### src/rtl/san_pkg.sv
// Shared definitions for the SAN interrupt coalescer:
// register word map, FSM encoding and CTRL/STATUS bit positions.
package san_pkg;

  localparam logic [2:0] REG_CTRL    = 3'd1;
  localparam logic [2:0] REG_STATUS  = 3'd2;
  localparam logic [2:0] REG_HOLDOFF = 3'd3;
  localparam logic [2:0] REG_TSTAMP  = 3'd4;

  localparam int CTRL_EN    = 0;
  localparam int CTRL_TH_LO = 8;
  localparam int CTRL_TH_HI = 15;

  localparam int STAT_OVF   = 16;
  localparam int STAT_IRQ   = 17;
  localparam int STAT_ST_LO = 18;
  localparam int STAT_ST_HI = 19;

  typedef enum logic [1:0] {
    ST_IDLE   = 2'd0,
    ST_ACCUM  = 2'd1,
    ST_ASSERT = 2'd2
  } state_t;

endpackage

### src/rtl/san_irq_regs.sv
// Register file for words 1..4: CTRL, STATUS/ACK, HOLDOFF, TSTAMP,
// plus the combinational read mux.
module san_irq_regs
  import san_pkg::*;
#(
  parameter int PEND_W = 8
) (
  input  logic              clk,
  input  logic              rst,
  input  logic              wren,
  input  logic [2:0]        awaddr,
  input  logic [31:0]       wdata,
  input  logic [2:0]        araddr,
  input  logic              cap,
  input  logic [31:0]       count_san,
  input  logic [PEND_W-1:0] pend,
  input  logic              ovf,
  input  logic              irq,
  input  logic [1:0]        state,
  output logic              irq_en,
  output logic [7:0]        thresh,
  output logic [31:0]       holdoff,
  output logic              ack,
  output logic [31:0]       rdata
);

  logic [31:0] tstamp;
  logic [31:0] status;

  always_ff @(posedge clk or posedge rst) begin
    if (rst) begin
      irq_en  <= 1'b0;
      thresh  <= 8'd0;
      holdoff <= 32'd0;
      tstamp  <= 32'd0;
    end else begin
      if (wren && awaddr == REG_CTRL) begin
        irq_en <= wdata[CTRL_EN];
        thresh <= wdata[CTRL_TH_HI:CTRL_TH_LO];
      end
      if (wren && awaddr == REG_HOLDOFF)
        holdoff <= wdata;
      if (cap)
        tstamp <= count_san;
    end
  end

  assign ack = wren && (awaddr == REG_STATUS) && wdata[0];

  always_comb begin
    status = 32'd0;
    status[PEND_W-1:0] = pend;
    status[STAT_OVF] = ovf;
    status[STAT_IRQ] = irq;
    status[STAT_ST_HI:STAT_ST_LO] = state;
  end

  always_comb begin
    rdata = 32'd0;
    case (araddr)
      REG_CTRL:    rdata = {16'd0, thresh, 7'd0, irq_en};
      REG_STATUS:  rdata = status;
      REG_HOLDOFF: rdata = holdoff;
      REG_TSTAMP:  rdata = tstamp;
      default:     rdata = 32'd0;
    endcase
  end

endmodule

### src/rtl/san_irq_coalesce.sv
// Coalesces tick-counter event pulses into a level interrupt, raised
// on a pending-count threshold or a holdoff timeout, cleared by ACK.
module san_irq_coalesce
  import san_pkg::*;
#(
  parameter int C_S_AXI_DATA_WIDTH = 32,
  parameter int PEND_W             = 8
) (
  input  logic                          S_AXI_ACLK,
  input  logic                          S_AXI_ARESET,
  input  logic                          slv_reg_wren,
  input  logic [2:0]                    axi_awaddr,
  input  logic [C_S_AXI_DATA_WIDTH-1:0] S_AXI_WDATA,
  input  logic [2:0]                    axi_araddr,
  input  logic                          EXT_IRQ,
  input  logic [31:0]                   COUNT_SAN,
  output logic                          IRQ_OUT,
  output logic [31:0]                   RDATA
);

  localparam logic [PEND_W-1:0] PMAX = '1;
  localparam logic [PEND_W-1:0] PONE = PEND_W'(1);

  state_t            state, state_nx;
  logic [PEND_W-1:0] pend, pend_nx, pend_up;
  logic              ovf, ovf_nx, ovf_up;
  logic [31:0]       timer, timer_nx;
  logic              cap, first;
  logic              irq_en, ack;
  logic [7:0]        thresh, thr_eff;
  logic [31:0]       holdoff;

  san_irq_regs #(.PEND_W(PEND_W)) u_regs (
    .clk       (S_AXI_ACLK),
    .rst       (S_AXI_ARESET),
    .wren      (slv_reg_wren),
    .awaddr    (axi_awaddr),
    .wdata     (S_AXI_WDATA),
    .araddr    (axi_araddr),
    .cap       (cap),
    .count_san (COUNT_SAN),
    .pend      (pend),
    .ovf       (ovf),
    .irq       (IRQ_OUT),
    .state     (state),
    .irq_en    (irq_en),
    .thresh    (thresh),
    .holdoff   (holdoff),
    .ack       (ack),
    .rdata     (RDATA)
  );

  assign thr_eff = (thresh == 8'd0) ? 8'd1 : thresh;
  // An ACK in the same cycle as an event restarts a batch, not drops it.
  assign first = EXT_IRQ && (state == ST_IDLE || ack);

  always_comb begin
    pend_up = pend;
    ovf_up  = ovf;
    if (EXT_IRQ) begin
      if (pend == PMAX) ovf_up = 1'b1;
      else              pend_up = pend + 1'b1;
    end
  end

  always_comb begin
    state_nx = state;
    pend_nx  = pend;
    ovf_nx   = ovf;
    timer_nx = timer;
    cap      = 1'b0;
    if (!irq_en) begin
      state_nx = ST_IDLE;
      pend_nx  = '0;
      ovf_nx   = 1'b0;
      timer_nx = 32'd0;
    end else if (first) begin
      state_nx = (thr_eff <= 8'd1) ? ST_ASSERT : ST_ACCUM;
      pend_nx  = PONE;
      ovf_nx   = 1'b0;
      timer_nx = 32'd0;
      cap      = 1'b1;
    end else if (ack && state != ST_IDLE) begin
      state_nx = ST_IDLE;
      pend_nx  = '0;
      ovf_nx   = 1'b0;
      timer_nx = 32'd0;
    end else if (state == ST_ACCUM) begin
      timer_nx = timer + 32'd1;
      pend_nx  = pend_up;
      ovf_nx   = ovf_up;
      if (32'(pend_up) >= 32'(thr_eff) ||
          (holdoff != 32'd0 && timer == holdoff - 32'd1))
        state_nx = ST_ASSERT;
    end else if (state == ST_ASSERT) begin
      pend_nx = pend_up;
      ovf_nx  = ovf_up;
    end
  end

  always_ff @(posedge S_AXI_ACLK or posedge S_AXI_ARESET) begin
    if (S_AXI_ARESET) begin
      state   <= ST_IDLE;
      pend    <= '0;
      ovf     <= 1'b0;
      timer   <= 32'd0;
      IRQ_OUT <= 1'b0;
    end else begin
      state   <= state_nx;
      pend    <= pend_nx;
      ovf     <= ovf_nx;
      timer   <= timer_nx;
      IRQ_OUT <= (state == ST_ASSERT);
    end
  end

endmodule

### config.mk
export PLATFORM = sky130hd
export DESIGN_NAME = san_irq_coalesce
export DESIGN_NICKNAME = d
export VERILOG_FILES = /design/src/rtl/san_pkg.sv /design/src/rtl/san_irq_regs.sv /design/src/rtl/san_irq_coalesce.sv
export SDC_FILE = /design/constraint.sdc
export NUM_CORES = 1
export LEC_CHECK = 0
export ABC_AREA = 1
export CORE_MARGIN = 4
export CORE_UTILIZATION = 31
export CTS_CLUSTER_DIAMETER = 30
export CTS_CLUSTER_SIZE = 16
export DETAILED_ROUTE_END_ITERATION = 10
export PLACE_DENSITY_LB_ADDON = 0.08
export SYNTH_ARGS = -nofsm -noshare
export SYNTH_HDL_FRONTEND = slang
export SYNTH_SLANG_ARGS = --single-unit
### constraint.sdc
create_clock -name S_AXI_ACLK -period 5 [get_ports S_AXI_ACLK]
set_input_delay 0.75 -clock S_AXI_ACLK [delete_from_list [all_inputs] [get_ports S_AXI_ACLK]]
set_output_delay 0.75 -clock S_AXI_ACLK [all_outputs]
set_load 0.05 [all_outputs]
==> metrics.cfg <==
[setup_path]
critPathMaxStageDelay_ns = 0.85
cp_top_family = buffers and inverters
crit_end = RDATA[25]
r2r_end = state[1]$_DFFE_PP0P_
cp-start-kind = input port
cp_cell_sequence = clkdlybuf4s50_1 -> inv_1 -> nor3_2 -> inv_1 -> o21ai_0 -> clkdlybuf4s50_1
crit_arrival_ns = 2.98
cp-startpoint = axi_araddr[2]
crit_path_end_kind = output pin
worstRegToRegCells = 22
path_depth = 6
reg2reg_from = pend[0]$_DFFE_PP0P_
cp_slowest_cell = clkdlybuf4s50_1
ff2ff_setup_slack_ns = 1.81
path_class = input port to output pin
crit_buf_inv = 4
critPathMaxFanout = 15
cp_data_required_time_ns = 4.25

[yosys]
async_reset_ff_share_pct = 100
synth_edf_count = 0
synth_flop_cell = dfrtp_1
synth-warning-count = 0
synthMostInstantiatedCell = nand2_1
netlist_top_cells_area = dfrtp_1 40%, nand2_1 12%, inv_1 7.1%, nor2_1 6.7%, a21oi_1 3.6%
syn_area_per_cell_um2 = 7.30
syn-instance-count = 1009
ys_seq_elements = 117
syn_nets = 1097
synth_top_area_cell = dfrtp_1
syn-cell-area_um2 = 7360
ys_seq_area_share_pct = 39.8
synth_top_cells_by_count = 238 x nand2_1, 139 x inv_1, 131 x nor2_1
yosys.cell_types.count = 49
yosysTopAreaCellShare_pct = 39.8

[power]
p_int_mw = 2.31
worst_ir_drop_vdd_uv = 180
clock_power_share_pct = 34.4
seqPwrFrac_pct = 36.6
switchingPower_mw = 1.32
p_leak_nw = 4.21
swShare_pct = 36.4
power-per-cell-area_nw_per_um2 = 384
combPwrFrac_pct = 29.0

[timing]
fin_crit_ns = 3.73
finClkSkew_ns = 0.00957
finalWorstSetupSlack_ns = 1.27
setup_viol = 0
slew_headroom_pct = 34.8
tightest_slew_ns = 0.975
rsz0062_at_grt = no
finalMaxSlewViolations = 0
tns_ns = 0
period_share_pct = 74.6
max_freq_mhz = 268
finalHoldViolations = 0

[clock_tree]
clock-root-buffer = clkbuf_16
cts_resized = 0
cts_hold_buf = 0
cts_tree = done
clk_path_buf_depth = 2
htreeDepth = 4
postCtsSetupRepairBufs = 0
cts_made_buffers = 17
clk_latency_ns = 0.42
clk_pin_slew_worst_paths_ns = 0.06
cts_sinks = 117

[floorplan]
die_area_um2 = 26300
fp.coreArea_um2 = 23400
die_width_um = 162
io_pins = 107
initial_utilization_pct = 31.5
row_count = 56
die_y_um = 162

[grt]
antenna_found_initial = 1
grt_max_degree = 49
grt_overflow = 0
grt_pass1_wl_um = 38300
grt_util_all_layers_pct = 18.8
grt_pass1_vias = 6871

[outcome]
status = finished clean

[place]
dp_hpwl_um = 18800
io_buffers = 106
gp_congestion = 0.859
pre_cts_ws_ns = 1.28

[detailed_routing]
antenna_left = 0
avgRoutedWirePerCell_um = 16.6
routed_wl_um = 24100
drc = 0
drt_iter0_drc = 421
detail_route.first_pass.iterations = 5
routed_via_density = 4.73
vias = 6869

[run]
maxCapViolCount = 0

[cells_and_area]
layout-drive-gt1-share_pct = 11.0
syn_to_final_growth_pct = 28.4
fin_util_pct = 40.4
diodes = 0
finalNetCount = 1208

[worst_hold_path]
min_from = u_regs.tstamp[10]$_DFFE_PP0P_
hp-class = flip-flop to flip-flop

[sequential cells by signal, summed over array words and instances (netlist names)]
signal and count:
u_regs.tstamp 32, u_regs.irq_en 1, timer 32, IRQ_OUT 1, u_regs.holdoff 32, state 2
ovf 1, u_regs.thresh 8, pend 8
[layer usage]
metal	up-vias	routed length (um)	GRT usage, %
met5	-	8	0
met4	2	346	5.46
met3	24	1140	3.73
met2	174	11300	30.7
met1	3186	11300	25.4
li1	3483	-	-
[layout by cell type (no fill, tap or decap), types with 3 or more instances in the layout]
cell type        synthesis  layout
clkdlybuf4s50_1          0      89
clkinv_4                 0       3
nor2_2                  14      14
nand3b_1                 7       7
nand2_2                  6       7
xnor2_1                 12      12
mux2_2                  20      20
nor2_1                 131     131
buf_12                   0       8
o21ai_1                  6       6
nand4_1                 11      11
inv_1                  139     138
clkbuf_16                0      17
nor3_1                  15      15
dfrtp_1                117     117
clkinv_1                 3       3
nor4_1                   6       6
clkinvlp_4               0       5
nand3_1                 51      50
buf_4                    0      16
nand2_1                238     237
xor2_1                  25      25
inv_6                    0       3
o211ai_1                 8       8
o221ai_1                 9       9
a31oi_1                  4       4
nor2_4                   3       3
o22ai_1                 12      12
ha_1                    14      14
o21bai_1                 3       3
nor3_2                   3       3
a21oi_1                 53      53
inv_2                   11      11
o21ai_0                 45      45
[worst reg2reg max path, stage by stage, from the launching register on]
cell and delay (ns):
dfrtp_1 0.38, ha_1 0.20, nand2_1 0.07, nor3_1 0.21
inv_1 0.08, nor3_1 0.28, nor2_1 0.18, inv_1 0.13
nor2_1 0.06, xor2_1 0.18, inv_1 0.07, ha_1 0.28
a21boi_0 0.12, o21ai_0 0.15, nand2_1 0.07, nand2_1 0.06
nand2_1 0.05, nand2_1 0.06, nand2_1 0.06, a21oi_1 0.19
nand2_2 0.09, nand3_1 0.07, nand2_1 0.06
[per-stage QoR]
stage               instances  area (um^2)  hold WS, ns  power, mW
finish                   1451         9450        0.506       3.63
global route             1451         9450        0.519       3.84
CTS                      1451         9450        0.507       3.67
detailed placement       1420         8860        0.494       2.41
global placement         1420         8860        0.490       2.41
floorplan                1009         7360        0.463       2.00
[power by group through the flow]
stage | logic (mW) | clock network (mW) | registers, mW
final | 1.05 | 1.25 | 1.33
after global routing | 1.17 | 1.32 | 1.35
after detailed placement | 1.06 | 0 | 1.35
after CTS | 1.07 | 1.27 | 1.33
after floorplan | 0.712 | 0 | 1.29
after global placement | 1.06 | 0 | 1.35
[cells by family (layout without fill, tap and decap cells)]
group	Yosys count	after routing	synth area share, %
simple gates	494	494	29.4
buf+inv	174	297	8.90
compound gates	153	153	12.1
flops	117	117	39.8
xor+xnor	37	37	4.40
mux	20	20	3.06
fa+ha+maj	14	14	2.38
[area by class of cell]
class                   instances  area, um^2
repair buffers                113        1170
well taps                     319         399
inverters                     153         577
fillers                      2564       14000
flip-flops and latches        117        2930
multi-input cells             718        3790
clock inverters                13         150
clock buffers                  18         439
[how the worst min path moves through the flow]
stage | to | slack, ns | cells after the start
finish | u_regs.tstamp[10]$_DFFE_PP0P_ | 0.51 | 1
global route | u_regs.tstamp[4]$_DFFE_PP0P_ | 0.52 | 1
CTS | u_regs.tstamp[4]$_DFFE_PP0P_ | 0.51 | 1
detailed placement | u_regs.tstamp[4]$_DFFE_PP0P_ | 0.49 | 1
global placement | u_regs.tstamp[10]$_DFFE_PP0P_ | 0.49 | 1
floorplan | ovf$_DFFE_PP0P_ | 0.46 | 2
Power figures use the tool's default switching activity.
